==> config.mk <==
export PLATFORM = sky130hd
export DESIGN_NAME = dbus_initiator
export DESIGN_NICKNAME = d
export VERILOG_FILES = /design/src/rtl/dbus_initiator.sv
export SDC_FILE = /design/constraint.sdc
export NUM_CORES = 1
export LEC_CHECK = 0
export BUFFER_PORTS_ARGS = -buffer_cell sky130_fd_sc_hd__buf_4
export CAP_MARGIN = 20
export CELL_PAD_IN_SITES_DETAIL_PLACEMENT = 2
export CELL_PAD_IN_SITES_GLOBAL_PLACEMENT = 2
export CORE_ASPECT_RATIO = 1.75
export CORE_UTILIZATION = 20
export CTS_CLUSTER_SIZE = 40
export DETAILED_ROUTE_END_ITERATION = 16
export GPL_ROUTABILITY_DRIVEN = 0
export PLACE_DENSITY = 0.79
export RECOVER_POWER = 50
export SLEW_MARGIN = 20
export SYNTH_ARGS = -nofsm -noshare
export SYNTH_HDL_FRONTEND = slang
export SYNTH_SLANG_ARGS = --single-unit
export TNS_END_PERCENT = 1
==> constraint.sdc <==
create_clock -name clk -period 1.5 [get_ports clk]
set_input_delay 0.15 -clock clk [delete_from_list [all_inputs] [get_ports clk]]
set_output_delay 0.15 -clock clk [all_outputs]
set_load 0.02 [all_outputs]
==> src/rtl/dbus_initiator.sv <==
// Data-bus initiator: takes one register command at a time, drives one peripheral request
// and returns its response. Define DBUS_INIT_TIMEOUT_EN to bound the wait for an ack.

typedef struct packed {
    logic [31:0] addr;
    logic [31:0] w_data;
    logic        w_en;
    logic        req;
} type_dbus2peri_s;

typedef struct packed {
    logic [31:0] r_data;
    logic        ack;
} type_peri2dbus_s;

module dbus_initiator #(
    parameter int unsigned NUM_PERI    = 4,
    parameter int unsigned IDX_LSB     = 8,
    parameter int unsigned IDX_W       = 4,
    parameter int unsigned TIMEOUT_CYC = 16
) (
    input  logic                clk,
    input  logic                rst_n,
    input  logic                cmd_valid_i,
    output logic                cmd_ready_o,
    input  logic [31:0]         cmd_addr_i,
    input  logic                cmd_we_i,
    input  logic [31:0]         cmd_wdata_i,
    output logic                rsp_valid_o,
    input  logic                rsp_ready_i,
    output logic [31:0]         rsp_rdata_o,
    output logic                rsp_err_o,
    output logic [NUM_PERI-1:0] peri_sel_o,
    output type_dbus2peri_s     dbus2peri_o,
    input  type_peri2dbus_s     peri2dbus_i [NUM_PERI]
);

    if (NUM_PERI < 1 || NUM_PERI > 16 || TIMEOUT_CYC < 1) begin : g_param_check
        $error("dbus_initiator: NUM_PERI must be 1..16 and TIMEOUT_CYC >= 1");
    end

    typedef enum logic [1:0] {StIdle, StReq, StResp} state_e;

    state_e              state_q, state_d;
    logic                cmd_ready_q, cmd_ready_d;
    logic                rsp_valid_q, rsp_valid_d;
    logic [31:0]         rsp_rdata_q, rsp_rdata_d;
    logic                rsp_err_q, rsp_err_d;
    logic [NUM_PERI-1:0] peri_sel_q, peri_sel_d;
    type_dbus2peri_s     bus_q, bus_d;

    logic [IDX_W-1:0]    cmd_idx;
    logic                idx_ok;
    logic [31:0]         cmd_offset;
    logic                sel_ack;
    logic [31:0]         sel_rdata;
    logic                timed_out;

    assign cmd_idx    = cmd_addr_i[IDX_LSB +: IDX_W];
    assign idx_ok     = 32'(cmd_idx) < NUM_PERI;
    assign cmd_offset = cmd_addr_i & ((32'd1 << IDX_LSB) - 32'd1);

    // Select is one-hot, so OR-reduction picks only the addressed responder.
    always_comb begin
        sel_ack   = 1'b0;
        sel_rdata = '0;
        for (int unsigned i = 0; i < NUM_PERI; i++) begin
            if (peri_sel_q[i]) begin
                sel_ack   = sel_ack | peri2dbus_i[i].ack;
                sel_rdata = sel_rdata | peri2dbus_i[i].r_data;
            end
        end
    end

`ifdef DBUS_INIT_TIMEOUT_EN
    localparam int unsigned CntW = $clog2(TIMEOUT_CYC + 1);

    logic [CntW-1:0] cnt_q, cnt_d;

    // Counter holds the number of ack-less REQ cycles already completed.
    assign timed_out = (cnt_q == CntW'(TIMEOUT_CYC - 1));

    always_comb begin
        cnt_d = cnt_q;
        if (state_q == StIdle) begin
            cnt_d = '0;
        end else if (state_q == StReq && !sel_ack) begin
            cnt_d = cnt_q + 1'b1;
        end
    end

    always_ff @(posedge clk or negedge rst_n) begin
        if (!rst_n) begin
            cnt_q <= '0;
        end else begin
            cnt_q <= cnt_d;
        end
    end
`else
    assign timed_out = 1'b0;
`endif

    always_comb begin
        state_d     = state_q;
        cmd_ready_d = cmd_ready_q;
        rsp_valid_d = rsp_valid_q;
        rsp_rdata_d = rsp_rdata_q;
        rsp_err_d   = rsp_err_q;
        peri_sel_d  = peri_sel_q;
        bus_d       = bus_q;

        unique case (state_q)
            StIdle: begin
                if (cmd_valid_i && cmd_ready_q) begin
                    cmd_ready_d = 1'b0;
                    if (idx_ok) begin
                        state_d = StReq;
                        for (int unsigned i = 0; i < NUM_PERI; i++) begin
                            peri_sel_d[i] = (cmd_idx == IDX_W'(i));
                        end
                        bus_d.addr   = cmd_offset;
                        bus_d.w_data = cmd_we_i ? cmd_wdata_i : 32'h0;
                        bus_d.w_en   = cmd_we_i;
                        bus_d.req    = 1'b1;
                    end else begin
                        state_d     = StResp;
                        rsp_valid_d = 1'b1;
                        rsp_err_d   = 1'b1;
                        rsp_rdata_d = '0;
                    end
                end
            end
            StReq: begin
                if (sel_ack || timed_out) begin
                    state_d     = StResp;
                    rsp_valid_d = 1'b1;
                    rsp_err_d   = ~sel_ack;
                    rsp_rdata_d = (sel_ack && !bus_q.w_en) ? sel_rdata : 32'h0;
                    peri_sel_d  = '0;
                    bus_d       = '0;
                end
            end
            StResp: begin
                if (rsp_ready_i) begin
                    state_d     = StIdle;
                    rsp_valid_d = 1'b0;
                    cmd_ready_d = 1'b1;
                end
            end
            default: state_d = StIdle;
        endcase
    end

    always_ff @(posedge clk or negedge rst_n) begin
        if (!rst_n) begin
            state_q     <= StIdle;
            cmd_ready_q <= 1'b1;
            rsp_valid_q <= 1'b0;
            rsp_rdata_q <= '0;
            rsp_err_q   <= 1'b0;
            peri_sel_q  <= '0;
            bus_q       <= '0;
        end else begin
            state_q     <= state_d;
            cmd_ready_q <= cmd_ready_d;
            rsp_valid_q <= rsp_valid_d;
            rsp_rdata_q <= rsp_rdata_d;
            rsp_err_q   <= rsp_err_d;
            peri_sel_q  <= peri_sel_d;
            bus_q       <= bus_d;
        end
    end

    assign cmd_ready_o = cmd_ready_q;
    assign rsp_valid_o = rsp_valid_q;
    assign rsp_rdata_o = rsp_rdata_q;
    assign rsp_err_o   = rsp_err_q;
    assign peri_sel_o  = peri_sel_q;
    assign dbus2peri_o = bus_q;

endmodule

==> results.sh, run 1 <==
export IMPL_grt_max_degree=37
export IMPL_reg2reg_slack_ns=-0.008
export IMPL_overflow=0
export IMPL_crit_required_ns=1.71
export IMPL_crit_family="compound AO/OA/AOI/OAI gates"
export IMPL_cts_htree_levels=3
export IMPL_yosys_mux_area_fraction_pct=0
export IMPL_wl_per_cell_um=20.6
export IMPL_clock_tree_buffer_depth=2
export IMPL_r2r_end="rsp_rdata_o[3]$_DFFE_PN0P_"
export IMPL_timing_final_ws_setup_ns=-0.00813
export IMPL_yosys_area_share_adder_pct=0
export IMPL_die_x_um=110
export IMPL_peakVddDrop_v=0.000381
export IMPL_yosys_top_cells_count="dfrtp_1, o21ai_0"
export IMPL_ys_ff_latch=83
export IMPL_violations="negative setup slack"
export IMPL_diodes=0
export IMPL_min_delay_start="cmd_addr_i[1]"
export IMPL_synth_top_area_cell="dfrtp_1"
export IMPL_criticalPathCategory="reg -> reg"
export IMPL_finalWirelength_um=18000
export IMPL_yosysUniqueCellTypes=30
export IMPL_cp_start_kind="flip-flop"
export IMPL_finalHoldViolCount=0
export IMPL_fin_util_pct=33.5
export IMPL_grt_pass1_wl_um=26600
export IMPL_setup_viol=9
export IMPL_drv_cap=0
export IMPL_synth_area_sq_mm=0.00411
export IMPL_core_area_sq_mm=0.0202
export IMPL_synth_top_area_share_pct=49.9
export IMPL_yosys_area_share_simple_pct=1.73
export IMPL_synth_area_top_cells="dfrtp_1, a32o_1, a221oi_1"
export IMPL_rsz0062_at_grt="yes"
export IMPL_fin_crit_sh_pct=101
export IMPL_synth_xor_area_share_pct=0
export IMPL_synth_edff_count=0
export IMPL_holdPathEnd="dbus2peri_o[35]$_DFFE_PN0P_"
export IMPL_syn_to_final_growth_pct=64.4
export IMPL_crit_arrival_ns=1.72
export IMPL_fmax_mhz=663
export IMPL_yosysMostFrequentCell="dfrtp_1"
export IMPL_die_area_sq_mm=0.0212
export IMPL_drt_iter0_drc=151
export IMPL_layout_nets=824
export IMPL_post_cts_buffers=0
export IMPL_crit_buf_inv=2
export IMPL_firstDrtPassIters=4
export IMPL_dp_hpwl_um=13900
export IMPL_synth_main_ff_cell="dfrtp_1"
export IMPL_setup_worst_path_end_class="flip-flop"
export IMPL_numPortBuffers=261
export IMPL_post_route_drc_count=0
export IMPL_p_leak_nw=3.24
export IMPL_whs_ns=0.0145
export IMPL_worstSkewPairLatency_ns=0.35
export IMPL_vias_per_cell=5.00
export IMPL_r2r_start="peri_sel_o[0]$_DFFE_PN0P_"
export IMPL_hold_depth=2
export IMPL_hold_class="in -> reg"
export IMPL_relSlewSlack_pct=36.8
export IMPL_cts_sinks=83
export IMPL_start_util_pct=20.4
export IMPL_synth_compound_area_share_pct=37.0
export IMPL_antenna_found_initial=0
export IMPL_synth_area_per_cell_sq_um=11.1
export IMPL_cpPeakStageDelay_ns=0.44
export IMPL_fp_dieH_um=192
export IMPL_synthCells=369
export IMPL_detail_route_antenna_nets=0
export IMPL_cts_buffers=9
export IMPL_worstMarginPinSlew_ns=0.947
export IMPL_path_cells="buf_12 > a22o_1 > a221oi_2 > buf_4 > o22ai_2"
export IMPL_worst_r2r_path_depth=5
export IMPL_yosysWarningCount=0
export IMPL_status="complete, but fails checks"
export IMPL_fp_row_count=69
export IMPL_cp_slowest_cell="dfrtp_2"
export IMPL_cts_tree="yes"
export IMPL_synth_seq_area_share_pct=50.5
export IMPL_critPathLaunch="peri_sel_o[0]$_DFFE_PN0P_"
export IMPL_synth_top_family_by_area="compound AO/OA/AOI/OAI gates"
export IMPL_p_per_area_mw_per_mm2=731
export IMPL_drv_slew=0
export IMPL_drive_above_1_share_pct=50.0
export IMPL_clockRootBuffer="clkbuf_16"
export IMPL_path_clk_slew_ns=0.08
export IMPL_synth_async_sr_flop_share_pct=100
export IMPL_dr_total_vias=4380
export IMPL_ios=306
export IMPL_finClkSkew_ns=0.0137
export IMPL_grt_pass1_vias=4874
export IMPL_period_needed_ns=1.51
export IMPL_worstPathMaxFanout=33
export IMPL_gr_usage_all_layers_pct=16.8
==> state kept, by name, indices dropped and copies added (netlist names) <==
name / cells
cmd_ready_o: 1
dbus2peri_o: 42
peri_sel_o: 4
rsp_err_o: 1
rsp_rdata_o: 32
rsp_valid_o: 1
state_q: 2
==> logic make-up after synthesis <==
family                 count (synthesis)
AO/OA/AOI/OAI                        200
flip-flops                            83
AND/OR/NAND/NOR                       12
other                                  1
buffers and inverters                 73
==> worst reg2reg max path: stages (launching register included) <==
cell,delay [ns]
dfrtp_2,0.44
buf_12,0.18
a22o_1,0.26
a221oi_2,0.27
buf_4,0.17
o22ai_2,0.06
==> cell type report <==
cell class                 count  area (sq um)
fill                        2235         13400
timing repair buffer         288          2270
sequential                    83          2080
multi-input combinational    236          1790
tap                          248           310
clock buffer                   9           225
clock inverter                 7          60.1
inverter                       5          18.8
==> cell usage in the layout, fill, tap and decap left out, types with 2 or more instances in the layout <==
cell	n
a211o_1	2
a21o_1	2
a221oi_1	29
a221oi_2	3
a22o_1	32
a22oi_2	2
a32o_1	31
buf_12	10
buf_4	262
clkbuf_1	11
clkbuf_16	10
clkinv_4	3
conb_1	24
dfrtp_1	81
inv_1	5
inv_6	2
nor2_1	2
nor2_2	2
nor2b_1	2
o21ai_0	40
o21ai_1	8
o22ai_1	31
o2bb2ai_1	8
o32ai_2	3
==> how the worst max path moves through the flow <==
stage	endpoint	cells after the start
3_3_place_gp	dbus2peri_o[38]$_DFFE_PN0P_	4
6_report	rsp_rdata_o[3]$_DFFE_PN0P_	5
5_1_grt	peri_sel_o[2]$_DFFE_PN0P_	4
4_1_cts	peri_sel_o[3]$_DFFE_PN0P_	4
3_5_place_dp	dbus2peri_o[40]$_DFFE_PN0P_	4
2_1_floorplan	dbus2peri_o[25]$_DFFE_PN0P_	5
==> report_power, final <==
group	internal [mW]	switching, mW	total [mW]	leakage, nW
logic	0.315	0.226	0.541	1.95
registers	2.24	0.00158	2.24	1.15
clock network	1.15	1.00	2.16	0.142
total	3.71	1.23	4.94	3.24
==> per-layer routing <==
metal | GRT usage [%] | wire length [um] | vias up
met3 | 3.43 | 1010 | 32
li1 | - | - | 1951
met4 | 6.53 | 525 | 0
met1 | 17.5 | 6210 | 2197
met5 | 0 | 0 | -
met2 | 32.0 | 10300 | 200
==> metrics by stage <==
stage / setup TNS (ns) / instance area, sq um / setup slack [ns] / std cells / power (mW)
6_report: -0.0369 / 6760 / -0.00813 / 876 / 4.94
5_1_grt: -1.27 / 6760 / -0.0482 / 876 / 5.15
4_1_cts: -0.0740 / 6730 / -0.0109 / 875 / 5.05
3_5_place_dp: -2.91 / 6400 / -0.188 / 858 / 2.83
3_3_place_gp: -1.44 / 6400 / -0.0844 / 858 / 2.80
2_1_floorplan: -6.04 / 4200 / -0.105 / 392 / 2.41
==> what timing repair did <==
item	CTS	global route
endpoints found under the hold margin	32	0
setup endpoints to repair	50	77
pin swaps	1	0
gates resized for setup	8	17
cloned	0	1
hold buffers	1	0
No activity file was read; power rests on OpenSTA's default activity.
==> run 2, diff against run 1 <==
--- a/config.mk
+++ b/config.mk
@@ -10,11 +10,12 @@
 export CELL_PAD_IN_SITES_DETAIL_PLACEMENT = 2
 export CELL_PAD_IN_SITES_GLOBAL_PLACEMENT = 2
 export CORE_ASPECT_RATIO = 1.75
-export CORE_UTILIZATION = 20
+export CORE_MARGIN = 10
+export CORE_UTILIZATION = 24
 export CTS_CLUSTER_SIZE = 40
 export DETAILED_ROUTE_END_ITERATION = 16
 export GPL_ROUTABILITY_DRIVEN = 0
-export PLACE_DENSITY = 0.79
+export PLACE_DENSITY = 0.88
 export RECOVER_POWER = 50
 export SLEW_MARGIN = 20
 export SYNTH_ARGS = -nofsm -noshare
==> constraint.sdc (replaced) <==
create_clock -name clk -period 1.84 [get_ports clk]
set_input_delay 0.184 -clock clk [delete_from_list [all_inputs] [get_ports clk]]
set_output_delay 0.184 -clock clk [all_outputs]
set_load 0.02 [all_outputs]
==> run 2 against run 1 <==
Against the previous run:
- the flow now finishes without violations
- maximum frequency fell by 12%
- critical path type unchanged
- largest power group is now the clock network
- combinational power fell by 21%
- register-to-register slack improved by 0.13 ns
- flip-flop and latch count did not move
- non-clock buffer count fell by 7
==> results.sh, run 2 (synthesis gave the netlist of run 1 again) <==
export IMPL_rsz0062_at_grt="no"
export IMPL_firstDrtPassIters=4
export IMPL_largest_reg_flops=42
export IMPL_vias_per_cell=5.12
export IMPL_start_util_pct=24.4
export IMPL_ios=306
export IMPL_fp_dieH_um=193
export IMPL_drt_iter0_drc=134
export IMPL_cts_tree="yes"
export IMPL_dr_total_vias=4341
export IMPL_p_leak_nw=3.05
export IMPL_fmax_mhz=581
export IMPL_setup_worst_path_end_class="flip-flop"
export IMPL_use_met1_pct=16.0
export IMPL_setup_viol=0
export IMPL_finalWirelength_um=20200
export IMPL_status="finished, final reports clean"
export IMPL_crit_required_ns=2.05
export IMPL_criticalPathCategory="reg -> reg"
export IMPL_period_needed_ns=1.72
export IMPL_p_per_area_mw_per_mm2=636
export IMPL_grt_pass1_wl_um=30300
export IMPL_finClkSkew_ns=0.0101
export IMPL_drive_above_1_share_pct=42.7
export IMPL_reg2reg_slack_ns=0.12
export IMPL_worstMarginPinSlew_ns=0.899
export IMPL_relSlewSlack_pct=40.1
export IMPL_grt_use_met2_pct=32.3
export IMPL_cts_htree_levels=3
export IMPL_peakVddDrop_v=0.000433
export IMPL_cts_buffers=9
export IMPL_post_route_drc_count=0
export IMPL_final_common_cell="buf_4"
export IMPL_diodes=0
export IMPL_final_cell_mix="buf_4, dfrtp_1, o21ai_0"
export IMPL_cts_sinks=83
export IMPL_p_total_mw=4.10
export IMPL_layout_nets=817
export IMPL_hold_class="in -> reg"
export IMPL_grt_max_degree=62
export IMPL_overflow=0
export IMPL_fillCellCount=1904
export IMPL_clock_tree_buffer_depth=2
export IMPL_antenna_found_initial=0
export IMPL_clockRootBuffer="clkbuf_16"
export IMPL_worstPathMaxFanout=33
export IMPL_gr_usage_all_layers_pct=16.8
export IMPL_detail_route_antenna_nets=0
export IMPL_grt_pass1_vias=5199
export IMPL_setup_tns_ns=0
export IMPL_dp_hpwl_um=16300
export IMPL_drv_cap=0
export IMPL_finalHoldViolCount=0
export IMPL_met3_usage_pct=6.01
export IMPL_die_x_um=119
export IMPL_syn_to_final_growth_pct=56.8
export IMPL_grt_busiest_layer="met2"
export IMPL_fin_crit_sh_pct=93.6
export IMPL_die_area_sq_mm=0.0230
export IMPL_drv_slew=0
export IMPL_path_clk_slew_ns=0.07
export IMPL_core_area_sq_mm=0.0169
export IMPL_wl_per_cell_um=23.8
export IMPL_cp_start_kind="flip-flop"
export IMPL_numPortBuffers=261
export IMPL_fp_row_count=63
export IMPL_crit_arrival_ns=1.93
export IMPL_worstSkewPairLatency_ns=0.33
-- run 2: report_power, final --
part           internal [mW]  total, mW  switching [mW]
Clock                   1.08       1.85           0.774
Sequential              1.83       1.83         0.00174
Combinational          0.250      0.426           0.177
-- run 2: per-layer routing --
metal	share of wire (%)	up-vias
met5	0	-
met2	57	198
met4	2.7	0
li1	-	1932
met3	7.5	32
met1	33	2179
-- run 2: path summary, 6_finish.rpt --
| kind | startpoint | to | cells past startpoint |
|---|---|---|---|
| worst max-delay path | state_q[0]$_DFFE_PN0P_ | dbus2peri_o[24]$_DFFE_PN0P_ | 4 |
| worst min-delay path | cmd_addr_i[4] | dbus2peri_o[38]$_DFFE_PN0P_ | 2 |
| worst max register to register | state_q[0]$_DFFE_PN0P_ | dbus2peri_o[24]$_DFFE_PN0P_ | 4 |
| worst min register to register | dbus2peri_o[0]$_DFFE_PN0P_ | dbus2peri_o[0]$_DFFE_PN0P_ | 1 |
| max in group asynchronous | rst_n | rsp_rdata_o[16]$_DFFE_PN0P_ | 3 |
| min in group asynchronous | rst_n | dbus2peri_o[21]$_DFFE_PN0P_ | 2 |
-- run 2: area by class of cell --
class	instances	area, sq um	area share (%)
sequential	83	2080	32.2
timing repair buffer	281	2050	31.8
multi-input combinational	236	1710	26.5
tap	227	284	4.40
clock buffer	9	225	3.49
clock inverter	7	81.3	1.26
inverter	5	18.8	0.291
-- run 2: what timing repair did --
action                                  CTS  global route
endpoints found under the hold margin    22             0
resized for setup                         0             1
hold buffers                              1             0
setup buffers                             0             0
endpoints found under the setup margin    0             8
-- run 2: critical path, cell delays in order, from the launching register on --
cell and delay (ns):
dfrtp_1 0.43, nand4bb_2 0.31, or2_1 0.36, buf_12 0.22, a32o_1 0.28
-- run 2: metrics by stage --
| stage | hold WS (ns) | setup slack, ns | instances | utilization [%] | instance area, sq um |
|---|---|---|---|---|---|
| 2_1_floorplan | -0.112 | 0.235 | 392 | - | 4200 |
| 3_5_place_dp | 0.108 | 0.104 | 831 | 37.3 | 6290 |
| 5_1_grt | 0.0512 | 0.00620 | 848 | 38.2 | 6450 |
| 3_3_place_gp | 0.0922 | 0.197 | 831 | 37.3 | 6290 |
| 6_report | 0.0569 | 0.118 | 848 | 38.2 | 6450 |
| 4_1_cts | 0.0404 | 0.0907 | 848 | 39.2 | 6610 |
==> run 3, diff against run 2 <==
--- a/config.mk
+++ b/config.mk
@@ -11,11 +11,11 @@
 export CELL_PAD_IN_SITES_GLOBAL_PLACEMENT = 2
 export CORE_ASPECT_RATIO = 1.75
 export CORE_MARGIN = 10
-export CORE_UTILIZATION = 24
+export CORE_UTILIZATION = 22
 export CTS_CLUSTER_SIZE = 40
 export DETAILED_ROUTE_END_ITERATION = 16
 export GPL_ROUTABILITY_DRIVEN = 0
-export PLACE_DENSITY = 0.88
+export PLACE_DENSITY = 0.82
 export RECOVER_POWER = 50
 export SLEW_MARGIN = 20
 export SYNTH_ARGS = -nofsm -noshare
==> constraint.sdc (replaced) <==
create_clock -name clk -period 1.8 [get_ports clk]
set_input_delay 0.18 -clock clk [delete_from_list [all_inputs] [get_ports clk]]
set_output_delay 0.18 -clock clk [all_outputs]
set_load 0.02 [all_outputs]
==> run 3 against run 2 <==
Against the previous run:
- hold slack got worse by 0.013 ns
- critical path depth unchanged
- setup slack improved by 0.020 ns
- via count decreased by 0.37%
- die area increased by 7.8%
- register-to-register slack improved by 0.02 ns
- first-iteration DRC count increased by 12%
- design area about the same
- total power increased by 0.97%
- wire length increased by 0.25%
- largest cell class unchanged
- highest routed layer unchanged
==> results.sh, run 3 (synthesis gave the netlist of run 1 again) <==
export IMPL_peakVddDrop_v=0.000349
export IMPL_fin_crit_sh_pct=92.3
export IMPL_cpPeakStageDelay_ns=0.43
export IMPL_crit_required_ns=2.02
export IMPL_worstPathMaxFanout=29
export IMPL_path_cells="nand4bb_2 > or2_1 > buf_4 > a32o_1"
export IMPL_status="finished, final reports clean"
export IMPL_wl_per_cell_um=23.4
export IMPL_layout_nets=821
export IMPL_dp_hpwl_um=16500
export IMPL_crit_buf_inv=1
export IMPL_die_area_sq_mm=0.0248
export IMPL_drive_above_1_share_pct=42.7
export IMPL_start_util_pct=22.2
export IMPL_grt_max_degree=61
export IMPL_setup_worst_path_end_class="flip-flop"
export IMPL_core_area_sq_mm=0.0185
export IMPL_clock_tree_buffer_depth=2
export IMPL_dr_total_vias=4325
export IMPL_final_cell_mix="buf_4, dfrtp_1, o21ai_0"
export IMPL_drv_slew=0
export IMPL_final_common_cell="buf_4"
export IMPL_syn_to_final_growth_pct=56.7
export IMPL_drv_cap=0
export IMPL_firstDrtPassIters=4
export IMPL_period_needed_ns=1.66
export IMPL_path_clk_slew_ns=0.07
export IMPL_p_per_area_mw_per_mm2=643
export IMPL_fp_row_count=66
export IMPL_gr_usage_all_layers_pct=16.0
export IMPL_fillCellCount=2057
export IMPL_crit_arrival_ns=1.88
export IMPL_finalHoldViolCount=0
export IMPL_setup_viol=0
export IMPL_post_route_drc_count=0
export IMPL_cts_buffers=9
export IMPL_criticalPathCategory="reg -> reg"
export IMPL_fin_util_pct=34.8
export IMPL_cts_htree_levels=3
export IMPL_drt_iter0_drc=150
export IMPL_numPortBuffers=261
export IMPL_detail_route_antenna_nets=0
export IMPL_diodes=0
export IMPL_crit_family="simple AND/OR/NAND/NOR gates"
export IMPL_hold_class="in -> reg"
export IMPL_cts_tree="yes"
export IMPL_fmax_mhz=602
export IMPL_fp_dieH_um=201
export IMPL_cp_start_kind="flip-flop"
export IMPL_overflow=0
export IMPL_vias_per_cell=5.01
export IMPL_finClkSkew_ns=0.0119
export IMPL_worstSkewPairLatency_ns=0.34
export IMPL_grt_pass1_vias=5094
export IMPL_finalWirelength_um=20200
export IMPL_cts_sinks=83
export IMPL_grt_pass1_wl_um=30300
export IMPL_worstMarginPinSlew_ns=0.635
export IMPL_ios=306
export IMPL_antenna_found_initial=0
export IMPL_clockRootBuffer="clkbuf_16"
export IMPL_rsz0062_at_grt="no"
export IMPL_largest_reg_flops=42
export IMPL_relSlewSlack_pct=57.7
export IMPL_cp_slowest_cell="dfrtp_1"
export IMPL_die_x_um=123
export IMPL_p_leak_nw=3.05
export IMPL_setup_tns_ns=0
run 3: changes by cell type in the layout (fill, tap and decap cells not counted), moves of 2 or more:
cell / delta
clkbuf_1: +2
buf_12: -3
inv_6: -3
buf_4: +5
clkinv_4: +2
run 3: power by group:
group / internal (mW) / total, mW / switching [mW]
registers: 1.87 / 1.87 / 0.00188
clock network: 1.08 / 1.84 / 0.762
logic: 0.254 / 0.434 / 0.180
run 3: final cells by class:
class / count / area (sq um) / area share, %
Timing Repair Buffer: 285 / 2040 / 31.7
Sequential cell: 83 / 2080 / 32.3
Tap cell: 238 / 298 / 4.62
Clock buffer: 10 / 229 / 3.55
Inverter: 5 / 18.8 / 0.291
Multi-Input combinational cell: 236 / 1710 / 26.5
Clock inverter: 6 / 66.3 / 1.03
run 3: through the flow:
| step | hold slack (ns) | total power [mW] | setup WS (ns) | std cells | cell area (sq um) |
|---|---|---|---|---|---|
| after detailed placement | 0.111 | 2.34 | 0.0895 | 846 | 6290 |
| after global placement | 0.0988 | 2.33 | 0.157 | 846 | 6290 |
| final | 0.0438 | 4.14 | 0.138 | 863 | 6440 |
| after global routing | 0.0415 | 4.33 | 0.0420 | 863 | 6440 |
| after CTS | 0.0315 | 4.22 | 0.0671 | 863 | 6600 |
| after floorplan | -0.116 | 2.01 | 0.195 | 392 | 4200 |
run 3: worst paths after layout:
check	from	to	slack (ns)	depth (start not counted)
max in group asynchronous	rst_n	rsp_rdata_o[29]$_DFFE_PN0P_	0.41	3
worst min-delay path	cmd_addr_i[5]	dbus2peri_o[39]$_DFFE_PN0P_	0.04	2
min in group asynchronous	rst_n	dbus2peri_o[3]$_DFFE_PN0P_	0.41	2
worst min register to register	rsp_err_o$_DFFE_PN0P_	rsp_err_o$_DFFE_PN0P_	0.51	1
worst max register to register	state_q[0]$_DFFE_PN0P_	dbus2peri_o[16]$_DFFE_PN0P_	0.14	4
worst max-delay path	state_q[0]$_DFFE_PN0P_	dbus2peri_o[16]$_DFFE_PN0P_	0.14	4
run 3: timing repair:
action                     CTS  global route
buffers inserted             0             0
resized for setup            0             1
setup endpoints to repair    0            45
hold endpoints to repair    23             0
hold buffers                 1             0
run 3: layer usage:
metal | GRT usage [%] | share of wire (%)
met1 | 15.2 | 34
met5 | 0 | 0
met2 | 29.7 | 56
met3 | 6.08 | 8.1
met4 | 5.39 | 2.6
